--- config.mk ---
export PLATFORM = sky130hd
export DESIGN_NAME = pipe_ctrl
export DESIGN_NICKNAME = d
export VERILOG_FILES = /design/src/rtl/pipe_ctrl.sv
export SDC_FILE = /design/constraint.sdc
export NUM_CORES = 1
export LEC_CHECK = 0
export ABC_CLOCK_PERIOD_IN_PS = 2029
export CAP_MARGIN = 20
export CELL_PAD_IN_SITES_DETAIL_PLACEMENT = 2
export CELL_PAD_IN_SITES_GLOBAL_PLACEMENT = 2
export CORE_ASPECT_RATIO = 2
export CORE_MARGIN = 2
export CORE_UTILIZATION = 27
export DETAILED_ROUTE_END_ITERATION = 6
export GPL_TIMING_DRIVEN = 1
export PLACE_DENSITY_LB_ADDON = 0.1
export SKIP_CTS_REPAIR_TIMING = 1
export SLEW_MARGIN = 20
export SYNTH_ARGS = -nofsm -noshare
export SYNTH_HDL_FRONTEND = slang
export SYNTH_SLANG_ARGS = --single-unit
export TNS_END_PERCENT = 20
--- constraint.sdc ---
create_clock -name clk -period 2.03 [get_ports clk]
set_input_delay 0.3045 -clock clk [delete_from_list [all_inputs] [get_ports clk]]
set_output_delay 0.3045 -clock clk [all_outputs]
set_load 0.05 [all_outputs]
--- src/rtl/pipe_ctrl.sv ---
`default_nettype none
// +---------------------------------------------------------------------------+
// | pipe_ctrl: pipeline hazard, flush and memory-wait controller               |
// | Rev 1.0                                                                    |
// +---------------------------------------------------------------------------+
module pipe_ctrl #(
  parameter int TIMEOUT = 255
) (
  input  logic        clk,
  input  logic        rst,
  input  logic [4:0]  id_rs,
  input  logic [4:0]  id_rt,
  input  logic        id_uses_rt,
  input  logic        ex_memread,
  input  logic        ex_regw,
  input  logic [4:0]  ex_rd,
  input  logic        branch_taken,
  input  logic        dm_req,
  input  logic        dm_ready,
  output logic        pc_wr,
  output logic        if_id_wr,
  output logic        if_id_flush,
  output logic        id_ex_wr,
  output logic        id_ex_flush,
  output logic        ex_mem_wr,
  output logic        mem_wb_wr,
  output logic        mem_err,
  output logic [15:0] stall_cnt,
  output logic [15:0] flush_cnt
);

  localparam int CW = ($clog2(TIMEOUT + 1) > 8) ? $clog2(TIMEOUT + 1) : 8;

  localparam logic [1:0] S_INIT  = 2'd0;
  localparam logic [1:0] S_RUN   = 2'd1;
  localparam logic [1:0] S_MWAIT = 2'd2;
  localparam logic [1:0] S_ERR   = 2'd3;

  logic [1:0]    state_q, state_d;
  logic [CW-1:0] wait_q, wait_d;
  logic [15:0]   stall_q, stall_d;
  logic [15:0]   flush_q, flush_d;
  logic          active;
  logic          load_use;

  assign load_use = ex_memread && ex_regw && (ex_rd != 5'd0) &&
                    ((ex_rd == id_rs) || (id_uses_rt && (ex_rd == id_rt)));

  always_comb begin
    state_d     = state_q;
    wait_d      = wait_q;
    stall_d     = stall_q;
    flush_d     = flush_q;
    active      = 1'b0;
    pc_wr       = 1'b0;
    if_id_wr    = 1'b0;
    if_id_flush = 1'b0;
    id_ex_wr    = 1'b0;
    id_ex_flush = 1'b0;
    ex_mem_wr   = 1'b0;
    mem_wb_wr   = 1'b0;

    case (state_q)
      S_INIT: state_d = S_RUN;
      S_RUN: begin
        if (dm_req && !dm_ready) begin
          state_d = S_MWAIT;
          wait_d  = '0;
        end else begin
          active = 1'b1;
        end
      end
      S_MWAIT: begin
        // A ready arriving on the timeout cycle still completes the access
        if (!dm_ready) begin
          wait_d = wait_q + 1'b1;
          if (wait_d == CW'(TIMEOUT)) state_d = S_ERR;
        end else begin
          active  = 1'b1;
          state_d = S_RUN;
        end
      end
      default: state_d = S_ERR;
    endcase

    if (active) begin
      pc_wr     = 1'b1;
      if_id_wr  = 1'b1;
      id_ex_wr  = 1'b1;
      ex_mem_wr = 1'b1;
      mem_wb_wr = 1'b1;
      if (branch_taken) begin
        if_id_flush = 1'b1;
        id_ex_flush = 1'b1;
        if (flush_q != 16'hFFFF) flush_d = flush_q + 16'd1;
      end else if (load_use) begin
        pc_wr       = 1'b0;
        if_id_wr    = 1'b0;
        id_ex_flush = 1'b1;
      end
    end

    if (((state_q == S_RUN) || (state_q == S_MWAIT)) && !pc_wr &&
        (stall_q != 16'hFFFF))
      stall_d = stall_q + 16'd1;
  end

  always_ff @(posedge clk or posedge rst) begin
    if (rst) begin
      state_q <= S_INIT;
      wait_q  <= '0;
      stall_q <= 16'd0;
      flush_q <= 16'd0;
    end else begin
      state_q <= state_d;
      wait_q  <= wait_d;
      stall_q <= stall_d;
      flush_q <= flush_d;
    end
  end

  assign mem_err   = (state_q == S_ERR);
  assign stall_cnt = stall_q;
  assign flush_cnt = flush_q;

endmodule
`default_nettype wire

==> impl_metrics.json, run 1 <==
{
  "outcome": "complete, but fails checks",
  "failed_checks": "negative setup slack",
  "drt_iter0_markers": 20,
  "critical_path_arrival_ns": 1.81,
  "synth_flop_cell": "dfrtp_1",
  "path_class": "register to output port",
  "r2r_start": "stall_cnt[3]",
  "post-dp-hpwl_um": 5910,
  "cp_common_cell": "buf_12",
  "r2r_slack_ns": 0.09,
  "setup-violations-final": 4,
  "synth_top_area_share_pct": 43.0,
  "avgViaCountPerCell": 4.89,
  "cts_tree": "built",
  "cp.depth": 7,
  "nets": 364,
  "ys_seq_elements": 42,
  "final_cells": 437,
  "antenna_left": 0,
  "yosysWarnings": 0,
  "port_buffers": 62,
  "worstMarginPinSlew_ns": 0.512,
  "max_freq_ghz": 0.473,
  "p_leak_uw": 0.00168,
  "ys_seq_area_share_pct": 43.0,
  "maxSlewViolCount": 0,
  "start_util_pct": 27.5,
  "n_antenna_cell": 0,
  "drc": 0,
  "peakVddDrop_mv": 1.16,
  "powerDensity_nw_per_um2": 1300,
  "grt_use_total_pct": 16.4,
  "grt_pass1_vias": 2453,
  "drv_cap": 0,
  "grt_max_degree": 43,
  "syn_inst": 235,
  "crit_chain": "inv_2, ha_4, o21ai_4, a21oi_4, o31a_4, buf_12, buf_12",
  "root_buffer": "clkbuf_16",
  "clockBufferDepth": 2,
  "place_congestion": 0.756,
  "pre_cts_ws_ns": -0.416,
  "crit_buf_inv": 3,
  "syn2layout_area_growth_pct": 57.9,
  "slowest_delay_ns": 0.45,
  "cp_slowest_cell": "dfrtp_2",
  "yosys.area.top_type": "dfrtp_1",
  "drive_above_1_share_pct": 30.7,
  "synth_area_um2": 2440,
  "core_area_um2": 8890,
  "timing.rr.end": "stall_cnt[8]",
  "firstDrtPassIters": 3,
  "fp.dieH_um": 139,
  "fp.dieW_um": 71.3,
  "critPathMaxFanout": 7,
  "relSlewSlack_pct": 65.7,
  "required_ns": 1.73,
  "finalWorstSetupSlack_ns": -0.0839,
  "worstSetupStartpointType": "register",
  "routed_wirelength_um": 7750,
  "synth_edf_count": 0,
  "wl_per_cell_um": 17.7,
  "place_inst": 419,
  "worstSkewPairLatency_ns": 0.29,
  "die-area_um2": 9880,
  "synth_fp_nets": 265,
  "rsz0062_at_grt": "true",
  "p_total_uw": 5000,
  "r2r_cells": 7,
  "ys_top_cells_by_area": "dfrtp_1, xor2_1, ha_1, xnor2_1, nand2_1",
  "cts-buffers-inserted": 5,
  "period_minus_slack_ns": 2.11,
  "grt_pass1_wl_um": 12700,
  "synthArstFlopShare_pct": 100,
  "synth.distinct_cells": 48,
  "vias": 2138,
  "min_period_over_period_pct": 104,
  "clk_pin_slew_worst_paths_ns": 0.07,
  "hold_viol_final": 0,
  "antenna_found_initial": 0,
  "numClockSinks": 42,
  "crit_path_end_kind": "output port",
  "overflow": 0,
  "rows": 49,
  "htree_levels": 2,
  "cp_top_family": "compound AO/OA/AOI/OAI gates",
  "hold_class": "input pin to async pin",
  "io_pins": 63,
  "syn_avg_cell_area_um2": 10.4,
  "fin_skew_ns": 0.00808
}
[area by class of cell]
type,count,area (um^2)
timing repair buffer,100,1030
clock inverter,3,21.3
tap,102,128
sequential,42,1060
multi-input combinational,175,1450
fill,931,5030
inverter,10,42.5
clock buffer,5,125
[worst max path at each step]
| stage | start | endpoint | slack, ns |
|---|---|---|---|
| floorplan | state_q[1] | flush_cnt[15] | -0.11 |
| global route | state_q[1] | pc_wr | -0.15 |
| global placement | ex_rd[3] | pc_wr | -0.41 |
| detailed placement | ex_rd[1] | stall_cnt[1] | -0.42 |
| finish | state_q[1] | pc_wr | -0.08 |
| CTS | ex_rd[1] | pc_wr | -0.41 |
[state kept, by name, indices dropped and copies added, names as in the netlist]
name       flops
flush_cnt     16
stall_cnt     16
wait_q         8
state_q        2
[kinds of logic (layout without fill, tap and decap cells)]
| logic type | count (synthesis) | after routing | synth area share, % |
|---|---|---|---|
| simple gates | 93 | 93 | 24.3 |
| xor+xnor | 42 | 42 | 15.0 |
| flops | 42 | 42 | 43.0 |
| compound gates | 30 | 30 | 8.55 |
| buf+inv | 18 | 118 | 4.20 |
| fa+ha+maj | 7 | 7 | 3.58 |
| mux | 3 | 3 | 1.33 |
[power breakdown]
part	internal [uW]	total [uW]	leakage, uW	switching, uW
combinational	1260	2940	0.00112	1680
clock	456	809	0.0000698	353
sequential	1030	1250	0.000499	218
[synthesized netlist by cell type, types with 2 or more instances]
cell	number
ha_1	7
nor2_1	14
xor2_1	32
nand2_1	19
nand2b_1	4
buf_4	3
nand3_1	13
clkbuf_1	2
nor3_1	2
o21ai_1	2
o31ai_1	3
o21ai_0	12
and2_1	2
and3_1	9
inv_1	9
dfrtp_1	42
nor3b_2	3
and4_1	3
nor3_2	7
xnor2_1	10
a21oi_1	2
nor4_2	4
nand4_1	6
[worst register-to-register path, stage by stage, from the launching register on]
cell and delay [ns]:
dfrtp_2 0.40, and4_1 0.23, and3_1 0.21, and2b_1 0.19
a31o_4 0.27, buf_12 0.16, nor4_2 0.24, xor2_1 0.17
[layer usage]
metal / global-route usage [%] / share of wire, %
met1: 15.6 / 32
met2: 34.0 / 64
met3: 2.47 / 2.1
met4: 4.57 / 1.3
met5: 0 / 0
[cells in the final DEF (no fill, tap or decap), types with 3 or more instances in the layout]
| cell type | instances |
|---|---|
| dfrtp_1 | 36 |
| and4_1 | 3 |
| dlymetal6s2s_1 | 10 |
| nand2b_1 | 3 |
| and3_1 | 8 |
| dfrtp_2 | 6 |
| inv_1 | 6 |
| nor2_1 | 13 |
| xnor2_1 | 9 |
| o31ai_1 | 3 |
| nor4_4 | 3 |
| xor2_1 | 30 |
| o21ai_0 | 11 |
| nor3_2 | 9 |
| buf_4 | 36 |
| nand4_1 | 6 |
| nand3_1 | 13 |
| ha_1 | 5 |
| buf_12 | 10 |
| clkbuf_16 | 5 |
| nand2_1 | 18 |
| clkdlybuf4s50_1 | 43 |
| nor3b_2 | 3 |
[stage by stage]
stage | TNS, ns | cell area (um^2) | utilization [%] | hold slack, ns
after floorplan | -1.34 | 2530 | - | 0.445
after global placement | -6.97 | 3520 | 39.6 | 0.484
final | -0.246 | 3860 | 43.4 | 0.371
after global routing | -0.729 | 3860 | 43.4 | 0.402
after CTS | -2.28 | 3660 | 41.2 | 0.391
after detailed placement | -7.21 | 3520 | 39.6 | 0.483
Power figures use the tool's default switching activity.
==> run 2: changes to the inputs <==
CORE_UTILIZATION = 28   (was 27)
CTS_BUF_LIST = sky130_fd_sc_hd__clkbuf_4   (was default)
==> impl_metrics.json, run 2 (synthesis gave the netlist of run 1 again) <==
{
  "cts_tree": "built",
  "maxSlewViolCount": 0,
  "fin_area_um2": 3890,
  "period_minus_slack_ns": 2.23,
  "avgViaCountPerCell": 4.94,
  "relSlewSlack_pct": 64.9,
  "htree_levels": 2,
  "rows": 48,
  "worstMarginPinSlew_ns": 0.526,
  "routed_wirelength_um": 8110,
  "nets": 373,
  "fin_skew_ns": 0.00981,
  "drt_iter0_markers": 36,
  "firstDrtPassIters": 3,
  "ff_latch_area_um2": 1060,
  "core_area_um2": 8530,
  "nFillCells": 911,
  "required_ns": 1.73,
  "post-dp-hpwl_um": 6020,
  "drive_above_1_share_pct": 33.1,
  "layout_commonest_cell": "buf_4",
  "place_congestion": 0.773,
  "setup-violations-final": 8,
  "worstSetupStartpointType": "register",
  "syn2layout_area_growth_pct": 59.0,
  "port_buffers": 62,
  "failed_checks": "negative setup slack",
  "final_cells": 444,
  "crit_path_end_kind": "output port",
  "place_inst": 418,
  "n_antenna_cell": 0,
  "wl_per_cell_um": 18.3,
  "critPathMaxFanout": 6,
  "fp.dieH_um": 136,
  "drv_cap": 0,
  "r2r_slack_ns": 0,
  "peakVddDrop_mv": 0.697,
  "critical_path_arrival_ns": 1.93,
  "crit_buf_inv": 3,
  "hold_class": "input pin to async pin",
  "worstSkewPairLatency_ns": 0.38,
  "fin_setup_tns_ns": -0.981,
  "root_buffer": "clkbuf_4",
  "outcome": "complete, but fails checks",
  "placed_area_um2": 3510,
  "max_freq_ghz": 0.448,
  "fp.dieW_um": 70.1,
  "multi_input_area_um2": 1460,
  "start_util_pct": 28.7,
  "p_leak_uw": 0.00174,
  "grt_pass1_wl_um": 12400,
  "vias": 2195,
  "crit_chain": "buf_12, ha_4, o21ai_4, a21oi_4, o31a_4, buf_12, buf_12",
  "whs_ns": 0.244,
  "powerDensity_nw_per_um2": 1280,
  "drc": 0,
  "final_cell_mix": "buf_4, clkdlybuf4s50_1, dfrtp_1, xor2_1, nand2_1",
  "slowest_delay_ns": 0.45,
  "clockBufferDepth": 2,
  "io_pins": 63,
  "grt_pass1_vias": 2399,
  "cts-buffers-inserted": 5,
  "die-area_um2": 9540,
  "grt_use_total_pct": 16.9,
  "overflow": 0,
  "antenna_left": 0,
  "min_period_over_period_pct": 110,
  "rsz0062_at_grt": "true",
  "numClockSinks": 42,
  "clk_pin_slew_worst_paths_ns": 0.14,
  "cp_common_cell": "buf_12",
  "cp_slowest_cell": "dfrtp_2",
  "hold_viol_final": 0,
  "finalWorstSetupSlack_ns": -0.202,
  "path_class": "register to output port",
  "antenna_found_initial": 0,
  "cp_top_family": "compound AO/OA/AOI/OAI gates",
  "p_total_uw": 4980,
  "grt_max_degree": 43
}
==> run 2: changes by cell type in the layout (fill, tap and decap cells not counted), sizes merged <==
cell           delta
dlymetal6s2s      +5
clkinv            -2
bufinv            +1
a31o              +1
clkdlybuf4s50     -4
buf               +8
==> run 2: final timing paths <==
check,cells past startpoint,end,from
max in group asynchronous,3,state_q[1],rst
hold reg to reg,1,wait_q[7],wait_q[7]
min in group clk,1,wait_q[7],wait_q[7]
setup / recovery,7,if_id_wr,state_q[0]
hold / removal,3,flush_cnt[6],rst
setup reg to reg,7,stall_cnt[3],stall_cnt[3]
==> run 2: metal layers <==
layer	track usage, %	wire length, um
met1	15.4	2570
met2	36.1	5130
met3	2.30	175
met4	5.66	234
met5	0	0
==> run 2: final cells by class <==
type / instances / area share [%]
clock buffers: 6 / 1.16
clock inverters: 2 / 0.966
inverters: 10 / 1.09
multi-input cells: 176 / 37.5
flip-flops and latches: 42 / 27.2
well taps: 100 / 3.22
repair buffers: 108 / 28.8
==> run 2: where the power goes <==
group / internal [uW] / switching [uW]
clock: 273 / 309
sequential: 1030 / 234
combinational: 1380 / 1750
total: 2680 / 2300
==> run 2: through the flow <==
stage,worst slack [ns],util [%]
final,-0.202,45.6
after global routing,-0.282,45.6
after CTS,-0.493,42.1
after detailed placement,-0.520,41.2
after global placement,-0.430,41.2
after floorplan,-0.111,-
==> run 2: tightest hold or removal path: cells and delay by family <==
kind / cells / cell delay (ns)
buffers and inverters: 3 / 0.71
